## config.mk

```make
export PLATFORM = sky130hd
export DESIGN_NAME = mem_stage_lsu
export DESIGN_NICKNAME = d
export VERILOG_FILES = /design/src/rtl/mem_stage_lsu.sv
export SDC_FILE = /design/constraint.sdc
export NUM_CORES = 1
export LEC_CHECK = 0
export BUFFER_PORTS_ARGS = -buffer_cell sky130_fd_sc_hd__buf_2
export CORE_MARGIN = 3
export CORE_UTILIZATION = 35
export DETAILED_ROUTE_END_ITERATION = 8
export PLACE_DENSITY_LB_ADDON = 0.2
export RECOVER_POWER = 50
export SYNTH_ARGS = -nofsm -noshare
export SYNTH_HDL_FRONTEND = slang
export SYNTH_SLANG_ARGS = --single-unit
```

## constraint.sdc

```tcl
create_clock -name clk -period 3 [get_ports clk]
set_clock_uncertainty 0.1 [all_clocks]
set_input_delay 0.6 -clock clk [delete_from_list [all_inputs] [get_ports clk]]
set_output_delay 0.6 -clock clk [all_outputs]
set_load 0.005 [all_outputs]
```

## src/rtl/mem_stage_lsu.sv

```systemverilog
// rtl/mem_stage_lsu.sv - RV32I memory-stage load/store unit
// Issues dmem requests, aligns store lanes, extends load data and stalls the pipe while a load is in flight.
module mem_stage_lsu #(
  parameter int TIMEOUT = 64
) (
  input  logic        clk,
  input  logic        rst,
  input  logic        mem_valid,
  input  logic        mem_read,
  input  logic        mem_write,
  input  logic [2:0]  funct3,
  input  logic [31:0] alu_out_mem,
  input  logic [31:0] store_data,
  input  logic [4:0]  rd_addr_mem,
  input  logic        wb_en_mem,
  input  logic        flush_mem,
  output logic        dmem_req,
  output logic        dmem_we,
  output logic [31:0] dmem_addr,
  output logic [3:0]  dmem_wstrb,
  output logic [31:0] dmem_wdata,
  input  logic        dmem_gnt,
  input  logic        dmem_rvalid,
  input  logic [31:0] dmem_rdata,
  output logic        stall_mem,
  output logic        wb_en_out,
  output logic [4:0]  rd_addr_out,
  output logic [31:0] wb_data_out,
  output logic        mem_exc,
  output logic [31:0] exc_addr
);

  typedef enum logic {IDLE, WAIT} state_t;

  state_t      state_q, state_d;
  logic [7:0]  cnt_q, cnt_d;
  logic [31:0] exc_addr_q, exc_addr_d;
  logic        flushed_q, flushed_d;

  logic        is_load, is_store, mem_op;
  logic        f3_legal, misaligned;
  logic [1:0]  size;
  logic [31:0] lane_word, load_data;
  logic [3:0]  strb;

  always_comb begin
    is_load    = mem_valid & mem_read;
    is_store   = mem_valid & mem_write & ~mem_read;
    mem_op     = is_load | is_store;
    size       = funct3[1:0];
    if (is_load) begin
      f3_legal = (funct3 != 3'b011) && (funct3 != 3'b110) && (funct3 != 3'b111);
    end else begin
      f3_legal = (funct3[2] == 1'b0) && (funct3[1:0] != 2'b11);
    end
    misaligned = ((size == 2'b01) && alu_out_mem[0]) ||
                 ((size == 2'b10) && (alu_out_mem[1:0] != 2'b00));
  end

  // Shift the addressed byte/half down to bit 0 before extension.
  always_comb begin
    lane_word = dmem_rdata >> {alu_out_mem[1:0], 3'b000};
    case (funct3)
      3'b000:  load_data = {{24{lane_word[7]}}, lane_word[7:0]};
      3'b001:  load_data = {{16{lane_word[15]}}, lane_word[15:0]};
      3'b100:  load_data = {24'h0, lane_word[7:0]};
      3'b101:  load_data = {16'h0, lane_word[15:0]};
      default: load_data = dmem_rdata;
    endcase
  end

  always_comb begin
    case (size)
      2'b00: begin
        strb       = 4'b0001 << alu_out_mem[1:0];
        dmem_wdata = {4{store_data[7:0]}};
      end
      2'b01: begin
        strb       = 4'b0011 << {alu_out_mem[1], 1'b0};
        dmem_wdata = {2{store_data[15:0]}};
      end
      default: begin
        strb       = 4'hF;
        dmem_wdata = store_data;
      end
    endcase
  end

  always_comb begin
    state_d     = state_q;
    cnt_d       = cnt_q;
    exc_addr_d  = exc_addr_q;
    flushed_d   = flushed_q;
    dmem_req    = 1'b0;
    stall_mem   = 1'b0;
    wb_en_out   = 1'b0;
    wb_data_out = alu_out_mem;
    mem_exc     = 1'b0;
    if (!rst) begin
      case (state_q)
        IDLE: begin
          flushed_d = 1'b0;
          cnt_d     = 8'd0;
          if (flush_mem) begin
            wb_en_out = 1'b0;
          end else if (!mem_op) begin
            wb_en_out = mem_valid & wb_en_mem;
          end else if (!f3_legal || misaligned) begin
            mem_exc    = 1'b1;
            exc_addr_d = alu_out_mem;
          end else begin
            dmem_req  = 1'b1;
            stall_mem = ~(is_store & dmem_gnt);
            if (is_load && dmem_gnt) begin
              state_d = WAIT;
            end
          end
        end
        WAIT: begin
          stall_mem = 1'b1;
          if (flush_mem) begin
            flushed_d = 1'b1;
          end
          // A response arriving on the last allowed cycle beats the timeout.
          if (dmem_rvalid) begin
            stall_mem   = 1'b0;
            wb_en_out   = wb_en_mem & ~(flushed_q | flush_mem);
            wb_data_out = load_data;
            state_d     = IDLE;
          end else if (cnt_q == 8'(TIMEOUT - 1)) begin
            stall_mem  = 1'b0;
            mem_exc    = 1'b1;
            exc_addr_d = alu_out_mem;
            state_d    = IDLE;
          end else begin
            cnt_d = cnt_q + 8'd1;
          end
        end
        default: state_d = IDLE;
      endcase
    end
  end

  always_ff @(posedge clk) begin
    if (rst) begin
      state_q    <= IDLE;
      cnt_q      <= 8'd0;
      exc_addr_q <= 32'h0;
      flushed_q  <= 1'b0;
    end else begin
      state_q    <= state_d;
      cnt_q      <= cnt_d;
      exc_addr_q <= exc_addr_d;
      flushed_q  <= flushed_d;
    end
  end

  assign dmem_we     = dmem_req & is_store;
  assign dmem_wstrb  = dmem_we ? strb : 4'h0;
  assign dmem_addr   = {alu_out_mem[31:2], 2'b00};
  assign rd_addr_out = rd_addr_mem;
  assign exc_addr    = exc_addr_q;

endmodule

```

Word-level counts from Yosys, hierarchy flattened
Index checks and enable logic that the tools add are counted.
{ "classes": {"addsub": 1, "n_eq_ne": 17, "n_shift": 3, "n_mux": 48, "bitwise_logic": 14, "reduce_logical": 14} }
{ "ops": {"columns": ["cell", "count"], "rows": [
  ["$mux W32", 8],
  ["$pmux W32 S2", 2],
  ["$pmux W32 S4", 1],
  ["$shr A32 B5 Y16", 1],
  ["$mux W1", 27],
  ["$mux W8", 2],
  ["$pmux W8 S2", 1],
  ["$ne A2 B2 Y1 const B", 7],
  ["$pmux W1 S2", 5],
  ["$add A8 B1 Y8 const B", 1],
  ["$eq A8 B6 Y1 const B", 1],
  ["$pmux W4 S2", 1],
  ["$and A1 B1 Y1", 7],
  ["$eq A3 B3 Y1 const B", 2],
  ["$logic_and A1 B1 Y1", 6],
  ["$ne A3 B3 Y1 const B", 2],
  ["$not A1 Y1", 5],
  ["$reduce_and A5 Y1", 1],
  ["$mux W4", 1],
  ["$shl A1 B2 Y4 const A", 1],
  ["$shl A2 B2 Y4 const A", 1],
  ["$eq A3 B1 Y1 const B", 1],
  ["$logic_not A3 Y1", 1],
  ["$ne A3 B2 Y1 const B", 1],
  ["9 further kinds", 11]
]} }
{ "totals": {"reg_bits": 42, "input_bits": 113, "output_inout_bits": 142} }

Logic depth before layout (Yosys ltp)
{ "logic_depth": {"depth_word": 13, "depth_mapped": 7} }

Worst setup path before layout
No wires, ideal clock.
{ "synth_path": {"path_type": "input -> output", "start": "input port alu_out_mem[1]", "end": "output port wb_data_out[21]", "arrival_time_ns": 1.822, "required_ns": 2.300, "path_slack_ns": 0.478, "path_stages": 5, "path_buffers": 2, "cell_sequence": "buf_6 > mux4_2 > mux2i_4 > buf_4 > o221ai_1"} }
{ "synth_between": {"elab_chain_len": 5} }
{ "synth_lines": {"columns": ["item", "line_no", "source"], "rows": [
  ["start, declared", "12", "input logic [31:0] alu_out_mem,"],
  ["$shr A32 B5 Y16", "62", "lane_word = dmem_rdata >> {alu_out_mem[1:0], 3'b000};"],
  ["$pmux W32 S4", "63", "case (funct3)"],
  ["$mux W32", "125", "if (dmem_rvalid) begin"],
  ["$mux W32", "100", "case (state_q)"],
  ["$mux W32", "99", "if (!rst) begin"],
  ["end, declared", "28", "output logic [31:0] wb_data_out,"]
]} }
No other way between the ends.

Worst setup path in the final report
{ "layout_path": {"start": "input port alu_out_mem[1]", "end": "output port wb_data_out[28]"} }
The elaborated chain is that of the path after synthesis.

==> summary.txt <==
Pwr
  – IR Drop Worst-Case VDD: 0.129 mV
  – P per Cell Area: 301 nW/um^2
  – P_leak: 2.35 nW

Global route
  – GRT Overall Usage: 0.210
  – Antenna violations before repair: 1
  – Largest net degree at the start of global routing: 49
  – First-pass GRT wire length: 19.7 mm
  – Total gr overflow: 0
  – Vias in the first global route: 3,856

Setup path
  – Slowest Stage Delay on Critical Path: 0.28 ns
  – Required time of the critical path: 2.30 ns
  – Crit-path slowest cell: o2bb2ai_1
  – Arrival time worst endpoint: 2.08 ns
  – Critical path endpoint category: output port
  – Type of origin of the critical path: input port
  – Crit Path Class: input port to output port
  – Buf/Inv on CP: 4
  – CP Cell Sequence: buf_2 > buf_4 > mux2i_1 > o2bb2ai_1 > mux2i_4 > buf_4 > o221ai_1 > buf_2
  – CP max FO: 18
  – CP top delay family: buffers and inverters

Cells and area
  – Layout area overhead: 26.5%
  – Nets: 780
  – Share of cells above drive strength 1: 0.339
  – Fill cells: 1,134

Floorplan
  – Die H: 110 um
  – Initial Utilization: 0.362
  – Rows: 37
  – Top Ports: 255
  – Die width: 110 um
  – Core Box Area: 10,400 sq um
  – Die Area: 12,100 sq um

Timing
  – Rel. slew slack: 0.260
  – Final setup margin: 0.224 ns
  – Worst-margin pin slew: 1.11 ns
  – Final worst path period share: 0.925
  – Fin. max-slew vios: 0
  – Sum Neg Setup Slack: 0 ns
  – Hold Vio Cnt, Final: 0
  – # setup viols final: 0
  – Final Critical Period: 2.78 ns
  – Unrepaired setup endpoints after global routing: false
  – Max Freq: 360 MHz

Clocking
  – Worst-Skew Late Latency: 0.29 ns
  – CTS Buf Count: 5
  – # resized after CTS: 0
  – Post-CTS Setup Bufs: 0
  – Hold Buf Count CTS: 0
  – Clock Tree Root: clkbuf_8
  – # clock sinks: 42
  – H-tree depth: 2
  – Clk buf depth: 2
  – Clk slew on worst S/H paths: 0.08 ns
  – CTS tree: done

Yosys
  – Post-synth EDFFs: 0
  – Top FF cell, synth: dfxtp_1
  – Netlist cell types: 50
  – Post-synth ARST share: 0
  – Yosys warnings: 0
  – Synthesized area per cell: 7.83 sq um
  – Register area share after synthesis: 0.223
  – Synthesized flop and latch total: 42
  – Gate Count Post-Synth: 482
  – Synthesized cell area: 3770 sq um

Placement
  – HPWL Detailed: 11.0 mm
  – Pre-CTS setup slack: 0.240 ns
  – Gp weighted congestion: 0.832
  – Port bufs: 242

Routing
  – DR top layer: met4
  – Remaining routing DRC violations: 0
  – Vias per inst: 5.01
  – Vias: 4,030
  – WL final: 13.5 mm
  – Avg WL per Cell: 16.7 um
  – Met3 wire len: 972 um
  – Post-DRT Antenna Nets: 0
  – DR iter-0 viols: 240
  – Met2 wire len: 7.01 mm
  – Drt first pass iters: 4
  – M1 wire length: 5.37 mm

Min path
  – Hold crit path type: flop to flop

Job
  – Max cap viols: 0

Run status
  – Status: finished, final reports clean
per-stage QoR:
stage	instances	hold WS (ns)	total power, mW	area [sq um]	utilization
2_1_floorplan	483	0.338	0.880	3780	-
3_3_place_gp	795	0.353	1.07	4760	0.457
3_5_place_dp	795	0.365	1.08	4760	0.457
4_1_cts	803	0.379	1.48	4850	0.466
5_1_grt	804	0.401	1.53	4770	0.458
6_report	805	0.379	1.44	4780	0.458
layout by cell type, fill, tap and decap left out, drive strengths merged, types with 2 or more instances in the layout:
cell and n:
buf 197, nand2b 68, mux2 16, o21ai 20
o22ai 9, a41oi 6, a21o 8, nand4 2
a21oi 10, nor2 23, diode 2, nor2b 5
inv 7, conb 2, o221ai 16, a31oi 3
o2bb2ai 8, dfxtp 42, clkbuf 69, mux2i 51
nand2 69, nor4b 2, nor3 4, a211oi 2
xnor2 5
cell usage after synthesis (all sizes together), types with 2 or more instances:
library cell  count  share of area
nand2b           68           0.11
o22ai             9          0.015
a31oi             3         0.0050
clkbuf           25          0.025
dfxtp            42           0.22
a211oi            2         0.0040
mux2             16          0.048
a21o              8          0.016
a41oi             6          0.014
nand2            69          0.069
inv               7         0.0070
o21ai            20          0.027
nand4             2         0.0033
nor2b             5         0.0083
o221ai           16          0.037
nor2             23          0.023
a21oi            10          0.013
o2bb2ai           8          0.019
nor3              4         0.0053
mux2i            51           0.14
buf              59           0.12
xnor2             5          0.012
nor4b             2         0.0046
cells by family (layout without fill, tap and decap cells):
group,after synthesis,count (layout),share of synthesized area
fa+ha+maj,1,1,0.00331
xor+xnor,6,6,0.0139
other cells,1,4,0.000993
buf+inv,91,275,0.150
compound gates,91,91,0.170
simple gates,182,182,0.247
flops,42,42,0.223
mux,68,68,0.192
power breakdown:
part / internal [mW] / total (mW) / switching [mW]
combinational: 0.221 / 0.465 / 0.244
clock: 0.185 / 0.388 / 0.203
sequential: 0.576 / 0.586 / 0.00971
total: 0.982 / 1.44 / 0.456
per-layer routing:
| layer | GRT usage | up-vias |
|---|---|---|
| met5 | 0 | - |
| met3 | 0.0435 | 8 |
| met1 | 0.249 | 1855 |
| li1 | - | 2000 |
| met4 | 0.0454 | 0 |
| met2 | 0.385 | 167 |
area by class of cell:
class / instances / area [sq um] / share of cell area
inverter: 7 / 26.3 / 0.00550
multi-input combinational: 350 / 2370 / 0.497
sequential: 42 / 841 / 0.176
timing repair buffer: 260 / 1260 / 0.265
clock inverter: 2 / 12.5 / 0.00262
clock buffer: 6 / 82.6 / 0.0173
tap: 136 / 170 / 0.0356
antenna: 2 / 5.00 / 0.00105
final timing paths:
kind / start / endpoint / slack, ns / cells past startpoint
min: exc_addr[11] / exc_addr[11] / 0.38 / 2
max: alu_out_mem[1] / wb_data_out[28] / 0.22 / 8
min reg2reg: exc_addr[11] / exc_addr[11] / 0.38 / 2
max reg2reg: cnt_q[2] / exc_addr[15] / 0.53 / 5
flip-flops by register name, summed over array words and instances (netlist names):
register   cells
exc_addr      32
cnt_q          8
flushed_q      1
state_q        1
worst register-to-register path, delay by kind of cell, from the launching register on:
| kind | cells | cell delay [ns] |
|---|---|---|
| buf+inv | 1 | 0.61 |
| simple gates | 2 | 0.51 |
| flops | 1 | 0.40 |
| mux | 1 | 0.40 |
| compound gates | 1 | 0.36 |
Note: power is estimated with default switching activity, not from simulation.
